===== src/rtl/ram_port_arbiter.sv =====
// Purpose : two-requester arbiter that turns one granted transaction at a time
//           into the single-port RAM's 10-bit command sequence and returns read data.
// Latency : gnt combinational in IDLE; write ack at gnt+3, read ack at gnt+4 (or gnt+3+TIMEOUT with err).
// Backpressure: requests wait while a transaction is in flight; gnt only in IDLE, ack
//           cycle may grant again. Round-robin (or fixed priority to req0) on ties.
//
// Ports:
//   clk, rst_n                 clock / async active-low reset
//   req*, we*, addr*, wdata*   requester side; fields sampled on the gnt edge
//   gnt*, ack*, err*, rdata*   per-requester grant pulse, completion pulse, timeout flag, read data
//   ram_din, ram_rx_valid      command word and valid toward the RAM
//   ram_dout, ram_tx_valid     read data and valid from the RAM
module ram_port_arbiter #(
    parameter int ADDR_SIZE = 8,
    parameter int FIXED_PRI = 0,
    parameter int TIMEOUT   = 4
) (
    input  logic                 clk,
    input  logic                 rst_n,
    input  logic                 req0,
    input  logic                 req1,
    input  logic                 we0,
    input  logic                 we1,
    input  logic [ADDR_SIZE-1:0] addr0,
    input  logic [ADDR_SIZE-1:0] addr1,
    input  logic [ADDR_SIZE-1:0] wdata0,
    input  logic [ADDR_SIZE-1:0] wdata1,
    output logic                 gnt0,
    output logic                 gnt1,
    output logic                 ack0,
    output logic                 ack1,
    output logic [ADDR_SIZE-1:0] rdata0,
    output logic [ADDR_SIZE-1:0] rdata1,
    output logic                 err0,
    output logic                 err1,
    output logic [ADDR_SIZE+1:0] ram_din,
    output logic                 ram_rx_valid,
    input  logic [ADDR_SIZE-1:0] ram_dout,
    input  logic                 ram_tx_valid
);

    localparam int CNT_W = (TIMEOUT > 1) ? $clog2(TIMEOUT) : 1;

    typedef enum logic [2:0] {
        IDLE   = 3'd0,
        W_ADDR = 3'd1,
        W_DATA = 3'd2,
        R_ADDR = 3'd3,
        R_CMD  = 3'd4,
        R_WAIT = 3'd5
    } state_t;

    state_t                 state;
    logic                   owner;      // 0 = req0 owns the current transaction
    logic                   last_gnt;   // round-robin pointer: requester granted most recently
    logic [ADDR_SIZE-1:0]   wdata_q;
    logic [CNT_W-1:0]       wait_cnt;

    logic                   sel_we;
    logic [ADDR_SIZE-1:0]   sel_addr;
    logic [ADDR_SIZE-1:0]   sel_wdata;

    // Grant is only offered in IDLE so the requester sees it in the same cycle
    // its fields are sampled.
    always_comb begin
        gnt0 = 1'b0;
        gnt1 = 1'b0;
        if (state == IDLE) begin
            if (req0 && req1) begin
                if ((FIXED_PRI != 0) || last_gnt)
                    gnt0 = 1'b1;
                else
                    gnt1 = 1'b1;
            end else if (req0) begin
                gnt0 = 1'b1;
            end else if (req1) begin
                gnt1 = 1'b1;
            end
        end
    end

    assign sel_we    = gnt1 ? we1    : we0;
    assign sel_addr  = gnt1 ? addr1  : addr0;
    assign sel_wdata = gnt1 ? wdata1 : wdata0;

    // ram_din/ram_rx_valid are registered: each transition loads the command
    // belonging to the state being entered. Leaving R_CMD clears the opcode so
    // the RAM never sees 2'b11 (it reads on 11 even without rx_valid).
    always_ff @(posedge clk or negedge rst_n) begin
        if (!rst_n) begin
            state        <= IDLE;
            owner        <= 1'b0;
            last_gnt     <= 1'b1;
            wdata_q      <= '0;
            wait_cnt     <= '0;
            ack0         <= 1'b0;
            ack1         <= 1'b0;
            err0         <= 1'b0;
            err1         <= 1'b0;
            rdata0       <= '0;
            rdata1       <= '0;
            ram_din      <= '0;
            ram_rx_valid <= 1'b0;
        end else begin
            ack0 <= 1'b0;
            ack1 <= 1'b0;
            err0 <= 1'b0;
            err1 <= 1'b0;
            case (state)
                IDLE: begin
                    if (gnt0 || gnt1) begin
                        owner        <= gnt1;
                        last_gnt     <= gnt1;
                        wdata_q      <= sel_wdata;
                        ram_rx_valid <= 1'b1;
                        if (sel_we) begin
                            ram_din <= {2'b00, sel_addr};
                            state   <= W_ADDR;
                        end else begin
                            ram_din <= {2'b10, sel_addr};
                            state   <= R_ADDR;
                        end
                    end else begin
                        ram_din      <= '0;
                        ram_rx_valid <= 1'b0;
                    end
                end
                W_ADDR: begin
                    ram_din <= {2'b01, wdata_q};
                    state   <= W_DATA;
                end
                W_DATA: begin
                    ram_din      <= '0;
                    ram_rx_valid <= 1'b0;
                    if (owner) ack1 <= 1'b1;
                    else       ack0 <= 1'b1;
                    state        <= IDLE;
                end
                R_ADDR: begin
                    ram_din <= {2'b11, {ADDR_SIZE{1'b0}}};
                    state   <= R_CMD;
                end
                R_CMD: begin
                    ram_din      <= '0;
                    ram_rx_valid <= 1'b0;
                    wait_cnt     <= '0;
                    state        <= R_WAIT;
                end
                R_WAIT: begin
                    if (ram_tx_valid) begin
                        if (owner) begin
                            rdata1 <= ram_dout;
                            ack1   <= 1'b1;
                        end else begin
                            rdata0 <= ram_dout;
                            ack0   <= 1'b1;
                        end
                        state <= IDLE;
                    end else if (wait_cnt == CNT_W'(TIMEOUT - 1)) begin
                        // Give up: complete with err, leave rdata untouched.
                        if (owner) begin
                            ack1 <= 1'b1;
                            err1 <= 1'b1;
                        end else begin
                            ack0 <= 1'b1;
                            err0 <= 1'b1;
                        end
                        state <= IDLE;
                    end else begin
                        wait_cnt <= wait_cnt + CNT_W'(1);
                    end
                end
                default: begin
                    ram_din      <= '0;
                    ram_rx_valid <= 1'b0;
                    state        <= IDLE;
                end
            endcase
        end
    end

endmodule


===== config.mk =====
export PLATFORM = sky130hd
export DESIGN_NAME = ram_port_arbiter
export DESIGN_NICKNAME = d
export VERILOG_FILES = /design/src/rtl/ram_port_arbiter.sv
export SDC_FILE = /design/constraint.sdc
export NUM_CORES = 1
export LEC_CHECK = 0
export CORE_MARGIN = 1
export CORE_UTILIZATION = 47
export DETAILED_ROUTE_END_ITERATION = 10
export GPL_TIMING_DRIVEN = 0
export HOLD_SLACK_MARGIN = 0.15
export PLACE_DENSITY = 0.94
export SYNTH_ARGS = -nofsm -noshare
export SYNTH_HDL_FRONTEND = slang
export SYNTH_SLANG_ARGS = --single-unit

===== constraint.sdc =====
create_clock -name clk -period 3.6 [get_ports clk]
set_clock_uncertainty 0.15 [all_clocks]
set_input_delay 0.54 -clock clk [delete_from_list [all_inputs] [get_ports clk]]
set_output_delay 0.54 -clock clk [all_outputs]
set_load 0.02 [all_outputs]

== Word level (Yosys, flattened, before mapping) ==
Index checks and enable logic that the tools add are counted.

* $add $sub $neg: 1
* Equality and inequality tests: 10
* Mux-type cells: 37
* Bitwise logic cells: 1
* Reductions and logical operators: 10

{| class="wikitable"
|+ Operators by type and width
! operator !! count
|-
| 10-bit case mux with 4 select lines || 1
|-
| 1-bit two-way mux || 21
|-
| 10-bit two-way mux || 2
|-
| 8-bit two-way mux || 2
|-
| 3-bit case mux with 5 select lines || 1
|-
| 3-bit two-way mux || 3
|-
| 3-bit AND reduction || 3
|-
| 3-bit by 2-bit equality test with 1-bit output, second input constant || 2
|-
| 3-bit equality test, second input constant || 2
|-
| 2-bit two-way mux || 3
|-
| 1-bit case mux with 2 select lines || 3
|-
| 2-bit inequality test, second input constant || 2
|-
| 2-bit case mux with 2 select lines || 1
|-
| 2-bit AND reduction || 2
|-
| 3-bit by 1-bit equality test with 1-bit output, second input constant || 1
|-
| 3-bit zero test || 1
|-
| 3-bit inequality test, second input constant || 1
|-
| 3-bit OR reduction || 1
|-
| 2-bit by 1-bit adder with 2-bit output, second input constant || 1
|-
| 2-bit equality test, second input constant || 1
|-
| 2-bit by 1-bit inequality test with 1-bit output, second input constant || 1
|-
| 2-bit nonzero test || 1
|-
| 1-bit logical AND || 1
|-
| 1-bit logical OR || 1
|-
| 1-bit inverter || 1
|}

* Register bits: 46
* Input port bits: 47
* Output and inout port bits: 33
* Logic and storage cells: 72

== Logic depth before layout (Yosys ltp) ==
Gate-level depths: netlist of run 1.

* Depth after elaboration: 8
* Mapped depth: 5
* Gate-level depth less buffers: 4

== Least setup slack after synthesis of run 1 ==
No wires, ideal clock.

* Kind: reg2out
* From: register state[2]
* To: output gnt0
* Arrival time: 1.325 ns
* Data required time: 2.910 ns
* Slack: 1.585 ns
* Cell stages (with the launch flop): 4
* Buffers on the path: 1
* Path through: dfrtp_1 or3_1 buf_4 nor3_4

* Cells in the longest elaborated chain, start to end: 2

{| class="wikitable"
|+ Ends and longest elaborated chain
! item !! RTL line !! source
|-
| start, declared || 53 || <nowiki>state_t state;</nowiki>
|-
| start signal, assigned || 91 || <nowiki>state <= IDLE;</nowiki>
|-
| start signal, assigned || 118 || <nowiki>state <= W_ADDR;</nowiki>
|-
| start signal, assigned || 121 || <nowiki>state <= R_ADDR;</nowiki>
|-
| 3-bit zero test || 68 || <nowiki>if (state == IDLE) begin</nowiki>
|-
| 1-bit two-way mux || 68 ||
|-
| end, declared || 28 || <nowiki>output logic gnt0,</nowiki>
|}

No other way between the ends.

== Worst setup path in the final report of run 1 ==
* From: input req0
* To: output gnt0

* Cells in the longest elaborated chain, start to end: 3
* Elaborated cells between the ends (all ways): 4
* Classes of those cells: mux: 3; reduce/logical: 1

{| class="wikitable"
|+ Ends and longest elaborated chain
! item !! RTL line !! source
|-
| start, declared || 20 || <nowiki>input logic req0,</nowiki>
|-
| 1-bit two-way mux or 1-bit logical AND (tied branches) || 74, 69 ||
|-
| 1-bit two-way mux * || 69 || <nowiki>if (req0 && req1) begin</nowiki>
|-
| 1-bit two-way mux * || 68 ||
|}

Mark *: on every way between the ends. The rest lies on a longest branch, timed or not.

==> results.md, run 1 <==
- The number of clock buffers added by TritonCTS is 5.
- In this run the deepest clock path goes through 2 buffers.
- The highest layer used for signal routing is met4.
- Dividing the detail-routed wire length by the instance count gives 17.72 um.
- The area growth from synthesis to layout is 45.96%.
- The count of buffers added on input and output ports is 78.
- The first-pass iteration count of the detailed router is 4.
- Across the run, the number of max-cap violations was 0.
- Setup repair after global routing left no endpoint under its margin.
- The worst reg2reg path depth is 4.
- The number of top-level pins is 80.
- The max-slew violation total from the final report is 0.
- After synthesis, the cell types taking the most area are sky130_fd_sc_hd__dfrtp_1, sky130_fd_sc_hd__mux2_2, sky130_fd_sc_hd__a221o_1.
- The worst register-to-register path has a setup slack of 1700 ps.
- The clock tree from TritonCTS is built.
- In the post-route analysis, the smallest setup slack over all paths is 330.0 ps.
- The number of different library cells used by synthesis comes to 40.
- The slew of the pin with the lowest slew margin is 605.7 ps.
- The placed wire-length estimate is 4.132 mm.
- The largest fanout on the critical path is 10.
- The required time at the worst-slack endpoint is 2910 ps.
- Data on the critical path arrives at its endpoint at 2580 ps.
- The detail route stage leaves a number of antenna-violating nets equal to 0.
- The maximum resistive drop on vdd is between 300 and 400 uV.
- The top-area cell type share of the netlist area is 52.36%.
- The routed design has 5.811 mm of wire.
- The congestion estimate from routability-driven global placement came to 0.8327.
- The critical hold path startpoint is owner.
- The synthesized area per cell is approximately 11 sq um.
- In the global route stage, overall resource usage came out at between 20% and 30%.
- The starting density of the core is 49.06%.
- The routed wire length on met3 is around 440 um.
- The flow ran to the end, and the final reports show no timing, DRC or antenna violations.
- The number of instances resized during post-cts repair is 0.
- The sequential element share of the synthesized area is 53.58%.
- The cell leakage power is 0.001306 uW.
- The headroom to the max-slew limit is 59.40%.
- Counting the fill cells in the layout gives 339.
- After synthesis the cells add up to 2151 sq um.
- The floorplan has 24 rows.
- In this run the clock root is driven by a sky130_fd_sc_hd__clkbuf_8.
- Setup violations remaining at the end of the flow were counted as 0.
- Counting flops with an async set or reset pin after synthesis yields a share of 100.0%.
- The number of global-route vias before repair came to between 1500 and 2000.
- The final hold violation count is 0.
- The kind of start point of the critical path is a primary input.
- The number of clock sinks is 46.
- Counting flops and latches in the post-synthesis netlist gives 46.
- After layout, the minimum clock period comes to 3270 ps.
- The number of warnings issued by yosys is 0.
- The power density over the cells is 799.9 nW/um^2.
- The routed via count divided by cell count is between 5 and 6.
- For this block, the via count after detailed routing is 1908.
- The worst path uses about nine tenths of the clock period.
- The number of antenna diodes in the final layout is 0.
- The net count of the finished layout is 323.
- After routing, the total negative slack on setup checks comes to 0 ps.
- The number of H-tree levels is 2.
- The critical path in this run is classified as primary input to primary output.
- In the routed design, unresolved DRC markers number 0.
- The largest net degree at the start of global routing is 25.
- The fraction of layout instances using a drive strength above 1 is 14.86%.
- At the placement stage, the worst setup path has a slack of 369.3 ps.
- The synthesized design contains 0 enable-type register cells.
- The number of nets in the synthesized netlist is 236.
- The die height is 69.65 um.
- The cell type contributing the most total cell area after synthesis is sky130_fd_sc_hd__dfrtp_1.
- The worst register-to-register path ends at ram_din[0].
- The met1 layer wirelength in the final routing is approximately 2.4 mm.
- The first-pass GRT wire length is 9.542 mm.
- Clock latency on the worst-skew pair, taken at its later pin, is 300 ps.
- The number of antenna violations at the first check in global routing is 0.
- Measured along the x axis, the die boundary spans between 60 and 70 um.
- The number of cells traversed by the worst hold path is 1.
- Clock-pin slew was measured on the worst setup and hold paths at 90 ps.
- The routed design uses slightly below 3 mm of met2 wire.
- The worst hold slack after final layout is roughly 350 ps.
- Among all flip-flop cells after synthesis, the most frequent one is sky130_fd_sc_hd__dfrtp_1.
- The die covers 4850 sq um.
- The worst hold path terminates at err0.
- The path category of the worst min-delay check is flip-flop to flip-flop.
- The first routing iteration left 88 violations.
- The post-synthesis cell count is about 190.
- The core region is 4384 sq um.
- For this run, the top clock speed supported by timing is between 300 and 400 MHz.
- The startpoint identified for the worst register-to-register timing path is state[2].
- The critical path capture point type is a primary output.
- Global routing finished with a remaining overflow of 0.
## worst max-delay path, cell delays in order
cell and delay [ps]:
sky130_fd_sc_hd__clkdlybuf4s50_1 520, sky130_fd_sc_hd__clkinv_1 300, sky130_fd_sc_hd__nor3_4 520, sky130_fd_sc_hd__clkdlybuf4s50_1 690
## synth_stat cells (6+ instances only)
cell and number:
sky130_fd_sc_hd__dfrtp_1 45, sky130_fd_sc_hd__mux2_2 17, sky130_fd_sc_hd__nor2_1 12, sky130_fd_sc_hd__a31oi_1 9, sky130_fd_sc_hd__nand4_1 9, sky130_fd_sc_hd__a221o_1 8
sky130_fd_sc_hd__mux2i_1 8, sky130_fd_sc_hd__nor3_1 8, sky130_fd_sc_hd__o31ai_1 8, sky130_fd_sc_hd__buf_2 6, sky130_fd_sc_hd__nand2_1 6, sky130_fd_sc_hd__o21ai_0 6
## repair_timing
action                                  CTS  global route
buffers inserted                          0             0
endpoints found under the hold margin    22             0
hold buffers                              1             0
endpoints found under the setup margin    0             0
## per-stage QoR
stage | area (sq um) | utilization [%] | instances | total power (uW)
floorplan | 2151 | - | 188 | 1607
global placement | 2997 | 68.35 | 318 | 2055
detailed placement | 3019 | 68.86 | 319 | 2117
CTS | 3139 | 71.60 | 328 | 2508
global route | 3139 | 71.60 | 328 | 2665
finish | 3139 | 71.60 | 328 | 2511
## power by group
| group | internal, uW | total [uW] | switching [uW] |
|---|---|---|---|
| Combinational | 597 | 1250 | 652 |
| Clock | 207 | 388 | 180 |
| Sequential | 740 | 875 | 135 |
## worst max-delay path by stage
stage / slack [ps] / start / end
5_1_grt: 260 / req0 / gnt0
3_5_place_dp: 370 / req0 / gnt0
2_1_floorplan: 1590 / state[2] / gnt0
3_3_place_gp: 400 / req0 / gnt0
6_report: 330 / req0 / gnt0
4_1_cts: 360 / req0 / gnt0
## flip-flops by register name (all words and copies together) (netlist names)
signal and count:
ack0 1, wait_cnt 2, ram_rx_valid 1, state 3, ack1 1, owner 1
err0 1, ram_din 10, rdata1 8, rdata0 8, err1 1, wdata_q 8
last_gnt 1
## logic make-up after synthesis
group | synth area share (%)
fa+ha+maj | 0.5816
simple gates | 13.90
buf+inv | 3.840
compound gates | 15.47
mux | 12.62
flops | 53.58
## cell usage in the layout (no fill, tap or decap), types with 7 or more instances in the layout
master | netlist | routed
sky130_fd_sc_hd__nor3_1 | 8 | 8
sky130_fd_sc_hd__mux2_2 | 17 | 17
sky130_fd_sc_hd__clkdlybuf4s50_1 | 0 | 77
sky130_fd_sc_hd__nor2_1 | 12 | 12
sky130_fd_sc_hd__mux2i_1 | 8 | 8
sky130_fd_sc_hd__a31oi_1 | 9 | 9
sky130_fd_sc_hd__o31ai_1 | 8 | 8
sky130_fd_sc_hd__nand4_1 | 9 | 9
sky130_fd_sc_hd__dfrtp_1 | 45 | 45
sky130_fd_sc_hd__buf_2 | 6 | 7
sky130_fd_sc_hd__a221o_1 | 8 | 8
## cell type report
cell class / count / area (sq um) / share of cell area, %
Sequential cell: 46 / 1152 / 36.71
Multi-Input combinational cell: 123 / 915.9 / 29.17
Timing Repair Buffer: 80 / 813.3 / 25.91
Clock buffer: 6 / 72.57 / 2.312
Tap cell: 52 / 65.06 / 2.073
Buffer: 14 / 63.81 / 2.033
Clock inverter: 2 / 37.54 / 1.196
Inverter: 5 / 18.77 / 0.5978
## per-layer routing
layer / global-route usage [%] / vias to the layer above
met5: 0 / -
met2: 41.64 / 88
met3: 7.267 / 10
met1: 33.14 / 933
li1: - / 877
met4: 8.000 / 0
Power figures use the tool's default switching activity.
==> run 2: changes to the inputs <==
CORE_MARGIN = 5   (was 1)
CORE_UTILIZATION = 40   (was 47)
CTS_CLUSTER_DIAMETER = 80   (was default)
PLACE_DENSITY = 0.86   (was 0.94)
clock period = 2.7 ns   (was 3.6 ns; I/O delays follow)
==> results.md, run 2 (synthesis results as in run 1) <==
- The run finished with clean final reports.
- For this run, the post-layout net count is 324.
- The first-pass GRT wire length is 9.784 mm.
- The total overflow left after global routing is 0.
- The remaining routing DRC violations is 0.
- No sink is reached through more buffers than the 2 on the longest clock path.
- The switching portion of total power is around two fifths.
- The portion of total power attributed to combinational logic is 51.0%.
- Dividing total power by cell area gives a power density of about 1000 nW/um^2.
- The overall fraction of global-route tracks in use is around 17%.
- The starting density of the core is 41.58%.
- The largest fanout on the critical path is 9.
- Cells with a size suffix above 1 make up between 15 and 20% of the layout.
- The clock period minus final worst setup slack is 2622 ps.
- The worst-case register-to-register setup slack is 770 ps.
- The max-slew violation total from the final report is 0.
- The number of endpoints failing setup at the final stage is 0.
- The finished cells cover 3146 sq um.
- The area of the placeable core is 5172 sq um.
- The violation count after the first detailed-routing iteration is 117.
- Compared with the post-synthesis result, the final layout area differs by 46.25%.
- Using the TritonRoute via totals, the vias-per-cell ratio works out to 5.360.
- Dividing the detail-routed wire length by the instance count gives 17.03 um.
- The headroom to the max-slew limit is 60.47%.
- The critical path capture point type is a primary output.
- TritonCTS created 5 clock buffers.
- The root cell of the clock tree is sky130_fd_sc_hd__clkbuf_8.
- The floorplan step set the die width to 83.33 um.
- Entering global routing, the biggest net connects 33 pins.
- The placed cell area is 3034 sq um.
- The number of cell rows is 26.
- The peak per-stage delay on the critical path is 540 ps.
- The max-cap violation count is 0.
- Pin placement for this block handled 80 I/O pins.
- The cell leakage power is between 0.001 and 0.0015 uW.
- The internal cell power is just under 2000 uW.
- The path class of the tightest hold or removal check is primary input to flip-flop.
- TritonCTS built the clock tree.
- Summed over all nets, the switching power comes to 1260 uW.
- The pre-antenna-repair detailed-routing pass consisted of 4 iterations.
- The H-tree was split into 2 levels.
- The register bank with the most flops is ram_din.
- For the pin with the worst max-slew slack, the measured transition is 589.7 ps.
- The clock network fraction of design power is 13.1%.
- The later pin in the worst-skew pair is clocked with a latency of 300 ps.
- Grouping stages by cell kind, the critical path spends the most delay in buffers and inverters.
- The final hold violation count is 0.
- The number of diodes is 0.
- Setup repair after global routing left no endpoint under its margin.
- The count of buffer and inverter cells on the critical path is 3.
- The clock edge transition at the registers on the reported setup and hold paths is 70 ps.
- The overall routed net length is 5.911 mm.
- The library cells used most frequently in the layout, excluding fill and tap cells, are sky130_fd_sc_hd__clkdlybuf4s50_1, sky130_fd_sc_hd__dfrtp_1, sky130_fd_sc_hd__mux2_2, sky130_fd_sc_hd__nor2_1.
- The routed layout has 1860 vias.
- The floorplan step defined a die boundary enclosing roughly 6900 sq um.
- Once detail routing completed, the nets flagged for antenna violations numbered 0.
- The worst-case IR drop observed on VDD is 411.4 uV.
- The fraction of the cycle the final worst path needs is 97.11%.
- The register with the most flip-flops in the layout has 10 of them.
- The master of the slowest instance on the critical path is sky130_fd_sc_hd__clkdlybuf4s50_1.
- The data arrival time of the critical path is 2070 ps.
- The highest attainable clock frequency is between 300 and 400 MHz.
- Detailed placement finished with a half-perimeter wire length of 4.535 mm.
- Port buffering added 78 buffers.
- Walking the worst path, the cells encountered are clkdlybuf4s50_1, a21bo_2, or2_2, clkinv_1, dlygate4sd2_1.
- The number of clock sinks is 46.
- The number of global-route vias before repair is 1904.
- The share of total power dissipated in sequential elements is 35.9%.
- The final weighted congestion of routability-driven global placement is 0.7468.
- The leading cell type in the layout, fill and taps excluded is sky130_fd_sc_hd__clkdlybuf4s50_1.
- The die is 83.33 um tall.
- The kind of start point of the critical path is a primary input.
- The number of antenna violations at the first check in global routing came to 0.
- Adding up every negative setup slack in the final design gives 0 ps.
- For the worst setup path, the data required time is between 2000 and 2500 ps.
- The startpoint-to-endpoint class of the critical path is primary input to primary output.
## run 2: repair_timing
item	4_1_cts	5_1_grt
buffers inserted	1	0
endpoints found under the hold margin	14	0
resized for setup	2	1
pin swaps	1	0
hold buffers	1	0
setup endpoints to repair	2	1
## run 2: final timing paths
| kind | end | from | cells after the start |
|---|---|---|---|
| max | gnt1 | req1 | 5 |
| min | err0 | ram_tx_valid | 2 |
| max reg2reg | rdata1[2] | state[0] | 3 |
| min reg2reg | ack0 | owner | 1 |
| max in group asynchronous | last_gnt | rst_n | 3 |
| min in group asynchronous | state[0] | rst_n | 2 |
## run 2: power by group through the flow
| stage | registers, uW | clock network (uW) | logic [uW] |
|---|---|---|---|
| detailed placement | 1180 | 0 | 1660 |
| global route | 1200 | 477 | 1790 |
| floorplan | 1350 | 0 | 791 |
| CTS | 1160 | 436 | 1670 |
| finish | 1170 | 426 | 1660 |
| global placement | 1160 | 0 | 1590 |
## run 2: layout make-up
| type | count | area [sq um] |
|---|---|---|
| clock buffers | 7 | 86.33 |
| repair buffers | 81 | 814.5 |
| flip-flops and latches | 46 | 1152 |
| well taps | 70 | 87.58 |
| plain buffers | 14 | 63.81 |
| inverters | 5 | 20.02 |
| clock inverters | 1 | 5.005 |
| fillers | 414 | 2027 |
| multi-input cells | 123 | 915.9 |
## run 2: layer usage
layer	vias to the layer above	track usage (%)	share of wire (%)
met5	-	0	0
met4	0	5.944	2.1
met3	10	5.446	7.1
met2	71	27.26	47
met1	896	22.60	44
li1	883	-	-
## run 2: metrics by stage
step           total power [uW]  cells  setup WS [ps]  util (%)  hold WS [ps]
5_1_grt                    3467    347          24.12     60.81         339.0
6_report                   3248    347          77.95     60.81         318.2
4_1_cts                    3267    347         0.8895     60.76         312.2
3_3_place_gp               2754    336         -222.4     58.37         329.6
2_1_floorplan              2143    188          820.0         -        -40.59
3_5_place_dp               2834    337         -285.1     58.66         188.3
==> run 3: changes to the inputs <==
HOLD_SLACK_MARGIN = 0.08   (was 0.15)
==> results of run 3 <==
No change in the layout: final DEF, timing and power equal those of run 2.
